$ cat config.mk
export PLATFORM = sky130hd
export DESIGN_NAME = hex_digit_driver_flat
export DESIGN_NICKNAME = d
export VERILOG_FILES = /design/src/rtl/hex_digit_driver_if.sv /design/src/rtl/hex_digit_driver.sv /design/src/flat_wrapper.sv
export SDC_FILE = /design/constraint.sdc
export NUM_CORES = 1
export LEC_CHECK = 0
export BUFFER_PORTS_ARGS = -buffer_cell sky130_fd_sc_hd__buf_4
export CORE_UTILIZATION = 61
export CTS_CLUSTER_DIAMETER = 200
export DETAILED_ROUTE_END_ITERATION = 7
export HOLD_SLACK_MARGIN = 0.15
export PLACE_DENSITY = 0.92
export RECOVER_POWER = 25
export SETUP_SLACK_MARGIN = 0.02
export SYNTH_ARGS = -nofsm -noshare
export SYNTH_HDL_FRONTEND = slang
export SYNTH_SLANG_ARGS = --single-unit
$ cat constraint.sdc
create_clock -name clk -period 2.75 [get_ports clk]
set_input_delay 0.275 -clock clk [delete_from_list [all_inputs] [get_ports clk]]
set_output_delay 0.275 -clock clk [all_outputs]
set_load 0.02 [all_outputs]
$ cat src/rtl/hex_digit_driver_if.sv
// Processor-to-display bus: write request in, busy and committed digit codes out.
interface hex_digit_driver_if;
    logic        wr_en;
    logic [15:0] wr_data;
    logic        dec_mode;
    logic        blank_lz;
    logic        busy;
    logic [19:0] digits;
    logic [4:0]  digit_blank;

    modport master (
        output wr_en, wr_data, dec_mode, blank_lz,
        input  busy, digits, digit_blank
    );

    modport slave (
        input  wr_en, wr_data, dec_mode, blank_lz,
        output busy, digits, digit_blank
    );
endinterface

$ cat src/rtl/hex_digit_driver.sv
// Captures a 16-bit value and presents five hex or decimal digit codes with blank flags;
// decimal conversion is sequential shift-and-add-3, and outputs change only on commit.
module hex_digit_driver (
    input  logic                 clk,
    input  logic                 reset,
    hex_digit_driver_if.slave    bus
);

    typedef enum logic [1:0] {
        IDLE,
        CONV,
        COMMIT
    } state_t;

    state_t      state, state_n;
    logic [15:0] bin_q, bin_n;
    logic [19:0] bcd_q, bcd_n;
    logic [19:0] bcd_adj;
    logic [3:0]  step_q, step_n;
    logic        mode_q, mode_n;
    logic        blz_q, blz_n;
    logic [19:0] digits_q, digits_n;
    logic [4:0]  blank_q, blank_n;

    function automatic logic [19:0] add3(input logic [19:0] bcd);
        logic [19:0] r;
        r = bcd;
        for (int unsigned i = 0; i < 5; i++) begin
            if (bcd[4*i +: 4] >= 4'd5)
                r[4*i +: 4] = bcd[4*i +: 4] + 4'd3;
        end
        return r;
    endfunction

    // Hex shadows always carry zero in digit4, so one scan over digits 4..1 serves both
    // modes; hex then forces digit4 dark unconditionally.
    function automatic logic [4:0] blank_of(input logic [19:0] d, input logic dec, input logic blz);
        logic [4:0] b;
        logic       zero_above;
        b          = '0;
        zero_above = 1'b1;
        for (int unsigned i = 4; i >= 1; i--) begin
            zero_above = zero_above & (d[4*i +: 4] == 4'h0);
            b[i]       = blz & zero_above;
        end
        if (!dec)
            b[4] = 1'b1;
        return b;
    endfunction

    assign bcd_adj = add3(bcd_q);

    always_comb begin
        state_n  = state;
        bin_n    = bin_q;
        bcd_n    = bcd_q;
        step_n   = step_q;
        mode_n   = mode_q;
        blz_n    = blz_q;
        digits_n = digits_q;
        blank_n  = blank_q;
        case (state)
            IDLE: begin
                if (bus.wr_en) begin
                    mode_n = bus.dec_mode;
                    blz_n  = bus.blank_lz;
                    step_n = '0;
                    if (bus.dec_mode) begin
                        bin_n   = bus.wr_data;
                        bcd_n   = '0;
                        state_n = CONV;
                    end else begin
                        bin_n   = '0;
                        bcd_n   = {4'h0, bus.wr_data};
                        state_n = COMMIT;
                    end
                end
            end
            CONV: begin
                {bcd_n, bin_n} = {bcd_adj[18:0], bin_q, 1'b0};
                step_n         = step_q + 4'd1;
                if (step_q == 4'd15)
                    state_n = COMMIT;
            end
            COMMIT: begin
                digits_n = bcd_q;
                blank_n  = blank_of(bcd_q, mode_q, blz_q);
                state_n  = IDLE;
            end
            default: state_n = IDLE;
        endcase
    end

    always_ff @(posedge clk) begin
        if (reset) begin
            state    <= IDLE;
            bin_q    <= '0;
            bcd_q    <= '0;
            step_q   <= '0;
            mode_q   <= 1'b0;
            blz_q    <= 1'b0;
            digits_q <= '0;
            blank_q  <= 5'b10000;
        end else begin
            state    <= state_n;
            bin_q    <= bin_n;
            bcd_q    <= bcd_n;
            step_q   <= step_n;
            mode_q   <= mode_n;
            blz_q    <= blz_n;
            digits_q <= digits_n;
            blank_q  <= blank_n;
        end
    end

    assign bus.busy        = (state != IDLE);
    assign bus.digits      = digits_q;
    assign bus.digit_blank = blank_q;

endmodule
$ cat src/flat_wrapper.sv
// flat-port wrapper written by rule: the top's interface ports become plain ports
module hex_digit_driver_flat 
  (clk, reset, bus_wr_en, bus_wr_data, bus_dec_mode, bus_blank_lz, bus_busy, bus_digits, bus_digit_blank);
  hex_digit_driver_if bus_i ();
  input  logic clk;
  input  logic reset;
  input wire logic [$bits(bus_i.wr_en)-1:0] bus_wr_en;
  input wire logic [$bits(bus_i.wr_data)-1:0] bus_wr_data;
  input wire logic [$bits(bus_i.dec_mode)-1:0] bus_dec_mode;
  input wire logic [$bits(bus_i.blank_lz)-1:0] bus_blank_lz;
  output wire logic [$bits(bus_i.busy)-1:0] bus_busy;
  output wire logic [$bits(bus_i.digits)-1:0] bus_digits;
  output wire logic [$bits(bus_i.digit_blank)-1:0] bus_digit_blank;
  assign bus_i.wr_en = bus_wr_en;
  assign bus_i.wr_data = bus_wr_data;
  assign bus_i.dec_mode = bus_dec_mode;
  assign bus_i.blank_lz = bus_blank_lz;
  assign bus_busy = bus_i.busy;
  assign bus_digits = bus_i.digits;
  assign bus_digit_blank = bus_i.digit_blank;
  hex_digit_driver u_core (.clk(clk), .reset(reset), .bus(bus_i));
endmodule
==> impl_summary.txt <==
----------------------------------------------------
[Timing]
  Count of pins over their slew limit ... 0
  Min cycle time layout ... 2.01 ns
  Worst slew margin relative to its limit ... between 50% and 60%
  Highest clock frequency the design can meet ... a little under 500 MHz
  Worst clock skew on the final layout ... 0.00441 ns
  Unrepaired setup endpoints after global routing ... false
  Number of failing setup endpoints in the final timing report ... 0
  Worst-case hold slack ... between 0.15 and 0.2 ns
  Final worst path period share ... 73.2%
  Total negative slack for setup checks ... 0 ns
  Number of failing hold endpoints at the final stage ... 0
  Transition time of the tightest slew-check pin ... 0.726 ns

[Logic synthesis]
  Syn Inst Count ... 397
  Synth Area per Inst ... 8.23 sq um
  Xor/xnor cell area share of the yosys netlist ... 1.07%
  Area fraction in compound gates after synthesis ... ~22%
  Sequential cell area fraction in the yosys report ... 41.7%
  Warnings from Yosys ... 0
  Mux cell area share after synthesis ... 2.03%
  Number of synthesized flops with an enable pin ... 0
  Largest family of logic cells by synthesized area ... simple AND/OR/NAND/NOR gates
  Post-Synth Adder-Cell Area ... 5.74%
  Post-synth ARST share ... 0%
  Post-synthesis net count ... 433
  Primary flip-flop cell chosen by synthesis mapping ... sky130_fd_sc_hd__dfxtp_1
  Synthesis-stage register bit count ... 68
  Post-synthesis simple-gate area fraction ... 22.4%
  Area of the mapped netlist ... 3270 sq um
  Library cells used by synthesis ... 51

[Clock network]
  Post-CTS sizing ... 0
  Number of buffers inserted during clock tree synthesis ... 9
  Clock tree from TritonCTS ... built
  Clock sink count ... 68
  Insertion delay of the later-clocked pin in the worst-skew pair ... approximately 0.35 ns
  Hold buffers post-CTS ... 0
  Maximum count of clock buffers along a single path ... 2
  Post CTS Setup Buffer Count ... 0
  Reg clk slew, reported paths ... about 0.070 ns
  Clock tree root driver cell ... sky130_fd_sc_hd__clkbuf_8
  H-tree depth reported by CTS ... 3

[Routing]
  Pre-Repair DR Iteration Count ... 6
  Mean number of vias per cell ... approximately 6.0
  Via count of the routed design ... 3047
  Remaining design rule violation count ... 0
  Total wire length ... around 8000 um
  Remaining antenna violation count after routing ... 0
  Number of DRC violations after detailed-routing iteration 0 ... 312
  Average wire per standard cell ... between 15 and 20 um

[Critical path]
  Startpoint of the most critical setup path ... u_core.bcd_q[5]$_SDFFE_PP0P_
  Cell class contributing the biggest share of worst-path delay ... compound AO/OA/AOI/OAI gates
  Flop-to-flop setup slack ... 0.74 ns
  Critical Path Source Type ... register
  Destination of the worst register-to-register timing path ... u_core.bcd_q[6]$_SDFFE_PP0P_
  Buffers & Inverters on Critical Path ... 1
  Crit path depth ... 6
  Critical Path, Cell by Cell ... inv_1 -> ha_1 -> nand2b_1 -> a21oi_1 -> mux2_2 -> a2111oi_0
  Critical path capture point type ... register
  FF-to-FF path depth ... 6
  Cell at the slowest stage of the critical path ... sky130_fd_sc_hd__dfxtp_1
  Critical path data required time ... 2.98 ns
  Arrival time of data at the critical path endpoint ... 2.24 ns
  Timing endpoint of the critical path ... u_core.bcd_q[6]$_SDFFE_PP0P_
  Biggest fanout along the worst timing path ... 4
  Critical path's largest stage delay ... 0.40 ns
  Launching point of the worst reg2reg path ... u_core.bcd_q[5]$_SDFFE_PP0P_
  Worst setup path class ... register to register

[Die]
  Initial standard-cell utilization of the core ... a little under two thirds
  Height of the chip ... around 75 um
  Area of the core ... 5140 sq um
  Die extent in x ... 75.2 um
  Number of placement rows ... 26
  Count of boundary I/O pins ... 47
  Die area ... 5650 sq um

[Power and ir drop]
  Relative contribution of the clock network to total power ... between 30 and 40%
  Sw Ratio ... between 20 and 30%
  Fraction of power consumed by sequential logic ... between 40% and 50%
  Peak supply drop ... about 370 uV
  Portion of total power attributed to combinational logic ... 17.9%
  Power per cell area ... about 600 nW/um^2
  Leak Pwr ... approximately 1.4 nW
  Power Internal ... 1.57 mW
  P_sw ... 0.656 mW

[Placed design]
  Routability Congestion ... 0.897
  Detailed placement HPWL ... between 5000 and 6000 um
  Number of buffers added on ports ... 45

[Status]
  Outcome ... completed

[Final layout]
  Area Growth Syn to Fin ... 13.6%
  Fillers ... 449
  Number of diodes ... 0
  Area of combinational cells with multiple inputs ... between 1500 and 2000 sq um
  Area taken by flip-flops and latches ... 1360 sq um
  Fraction of final layout cells with drive strength greater than 1 ... around 14%
  Final net count ... 467

[Global routing]
  Number of antenna violations at the first check in global routing ... 0
  Largest net degree at the start of global routing ... 73
  Via count of the first global-routing pass ... 2746
  GRT overflow ... 0
  Total routing usage reported by global routing ... 30.2%
  Global-route wire length before repair ... 12800 um

[Run]
  Number of max-capacitance violations reported ... 0

[Worst hold path]
  Path category of the worst min-delay check ... primary input to register

----------------------------------------------------
-- flip-flops by register name, indices dropped and copies added (netlist names) --
| register | count |
|---|---|
| u_core.bin_q | 16 |
| u_core.blz_q | 1 |
| u_core.state | 2 |
| u_core.bus.digit_blank | 4 |
| u_core.mode_q | 1 |
| u_core.bus.digits | 20 |
| u_core.step_q | 4 |
| u_core.bcd_q | 20 |
-- per-layer routing --
metal	up-vias	global-route usage [%]	part of all wire, %
met2	146	47.3	46
met5	-	0	0
met1	1403	40.1	44
met4	0	16.0	3.1
met3	31	4.95	7.4
li1	1467	-	-
-- cell families (layout without fill, tap and decap cells) --
group / Yosys count / in the layout
adder cells (fa/ha/maj): 15 / 15
AO/OA/AOI/OAI: 107 / 107
XOR/XNOR: 4 / 4
multiplexers: 6 / 6
flip-flops: 68 / 68
AND/OR/NAND/NOR: 153 / 153
buffers and inverters: 43 / 81
other: 1 / 1
-- stage by stage --
step | utilization, % | setup WS, ns | cell area (sq um) | total power [mW] | std cells
2_1_floorplan | - | 1.03 | 3270 | 1.38 | 397
6_report | 72.2 | 0.738 | 3710 | 2.22 | 505
5_1_grt | 72.2 | 0.578 | 3710 | 2.30 | 505
4_1_cts | 73.9 | 0.764 | 3800 | 2.22 | 505
3_5_place_dp | 70.6 | 0.832 | 3630 | 1.50 | 490
3_3_place_gp | 70.6 | 0.929 | 3630 | 1.48 | 490
-- worst min-delay path by stage --
| stage | from | endpoint | slack, ns | depth (start not counted) |
|---|---|---|---|---|
| 3_5_place_dp | u_core.bus.digits[16]$_SDFFE_PP0N_ | u_core.bus.digits[16]$_SDFFE_PP0N_ | 0.45 | 2 |
| 2_1_floorplan | bus_blank_lz | u_core.blz_q$_SDFFE_PP0P_ | 0.42 | 2 |
| 4_1_cts | bus_wr_data[0] | u_core.bin_q[0]$_SDFFE_PP0P_ | 0.18 | 3 |
| 6_report | bus_wr_data[0] | u_core.bin_q[0]$_SDFFE_PP0P_ | 0.18 | 3 |
| 3_3_place_gp | u_core.bus.digits[6]$_SDFFE_PP0N_ | u_core.bus.digits[6]$_SDFFE_PP0N_ | 0.44 | 2 |
| 5_1_grt | bus_wr_data[1] | u_core.bin_q[1]$_SDFFE_PP0P_ | 0.21 | 3 |
-- power by group through the flow --
stage	registers, mW	clock network [mW]	logic, mW
3_3_place_gp	1.10	0	0.376
5_1_grt	1.09	0.772	0.433
6_report	1.09	0.737	0.397
3_5_place_dp	1.11	0	0.391
4_1_cts	1.09	0.734	0.396
2_1_floorplan	1.10	0	0.278
-- final cells by class --
class | count | area share, %
Sequential cell | 68 | 36.7
Multi-Input combinational cell | 286 | 46.7
Timing Repair Buffer | 53 | 8.39
Clock inverter | 2 | 0.270
Tap cell | 70 | 2.36
Clock buffer | 13 | 4.28
Inverter | 13 | 1.31
-- worst reg2reg max path, stage by stage (launching register included) --
cell                        delay, ns
sky130_fd_sc_hd__dfxtp_1         0.40
sky130_fd_sc_hd__inv_1           0.12
sky130_fd_sc_hd__ha_1            0.20
sky130_fd_sc_hd__nand2b_1        0.17
sky130_fd_sc_hd__a21oi_1         0.27
sky130_fd_sc_hd__mux2_2          0.37
sky130_fd_sc_hd__a2111oi_0       0.37
-- Yosys cell counts (all sizes together), types with 2 or more instances --
cell	count	area, sq um
and3	2	12.5
a221oi	3	26.3
a2111oi	10	113
a211o	2	17.5
a31oi	4	25.0
a22oi	4	30.0
nor4b	3	26.3
xnor2	4	35.0
a222oi	8	80.1
dfxtp	68	1360
inv	13	48.8
nor3b	3	22.5
nand3	9	45.0
or4b	3	33.8
and2b	2	16.3
clkbuf	19	71.3
a32oi	2	17.5
a21o	3	22.5
mux2	5	56.3
a21oi	54	274
nand2	55	206
ha	15	188
nor2	43	161
nor3	11	55.1
buf	11	52.6
nand2b	13	81.3
nand3b	3	22.5
o21bai	2	15.0
o21ai	11	58.8
-- layout by cell type (no fill, tap or decap), types with 2 or more instances in the layout --
cell type	count
sky130_fd_sc_hd__dfxtp_1	68
sky130_fd_sc_hd__nand2_1	55
sky130_fd_sc_hd__a21oi_1	53
sky130_fd_sc_hd__nor2_1	43
sky130_fd_sc_hd__buf_4	30
sky130_fd_sc_hd__clkbuf_1	25
sky130_fd_sc_hd__ha_1	15
sky130_fd_sc_hd__nand2b_1	13
sky130_fd_sc_hd__inv_1	11
sky130_fd_sc_hd__nor3_1	11
sky130_fd_sc_hd__clkbuf_8	11
sky130_fd_sc_hd__nand3_1	9
sky130_fd_sc_hd__a222oi_1	8
sky130_fd_sc_hd__o21ai_0	7
sky130_fd_sc_hd__a2111oi_0	6
sky130_fd_sc_hd__mux2_2	5
sky130_fd_sc_hd__a22oi_1	4
sky130_fd_sc_hd__xnor2_1	4
sky130_fd_sc_hd__a2111oi_2	4
sky130_fd_sc_hd__a31oi_1	4
sky130_fd_sc_hd__nor3b_1	3
sky130_fd_sc_hd__nor4b_1	3
sky130_fd_sc_hd__a21o_1	3
sky130_fd_sc_hd__a221oi_1	3
sky130_fd_sc_hd__o21ai_1	3
sky130_fd_sc_hd__nand3b_1	3
sky130_fd_sc_hd__o21bai_1	2
sky130_fd_sc_hd__inv_2	2
sky130_fd_sc_hd__a211o_1	2
sky130_fd_sc_hd__a32oi_1	2
sky130_fd_sc_hd__and3_1	2
sky130_fd_sc_hd__clkinv_2	2
(Power assumes the default switching activity.)
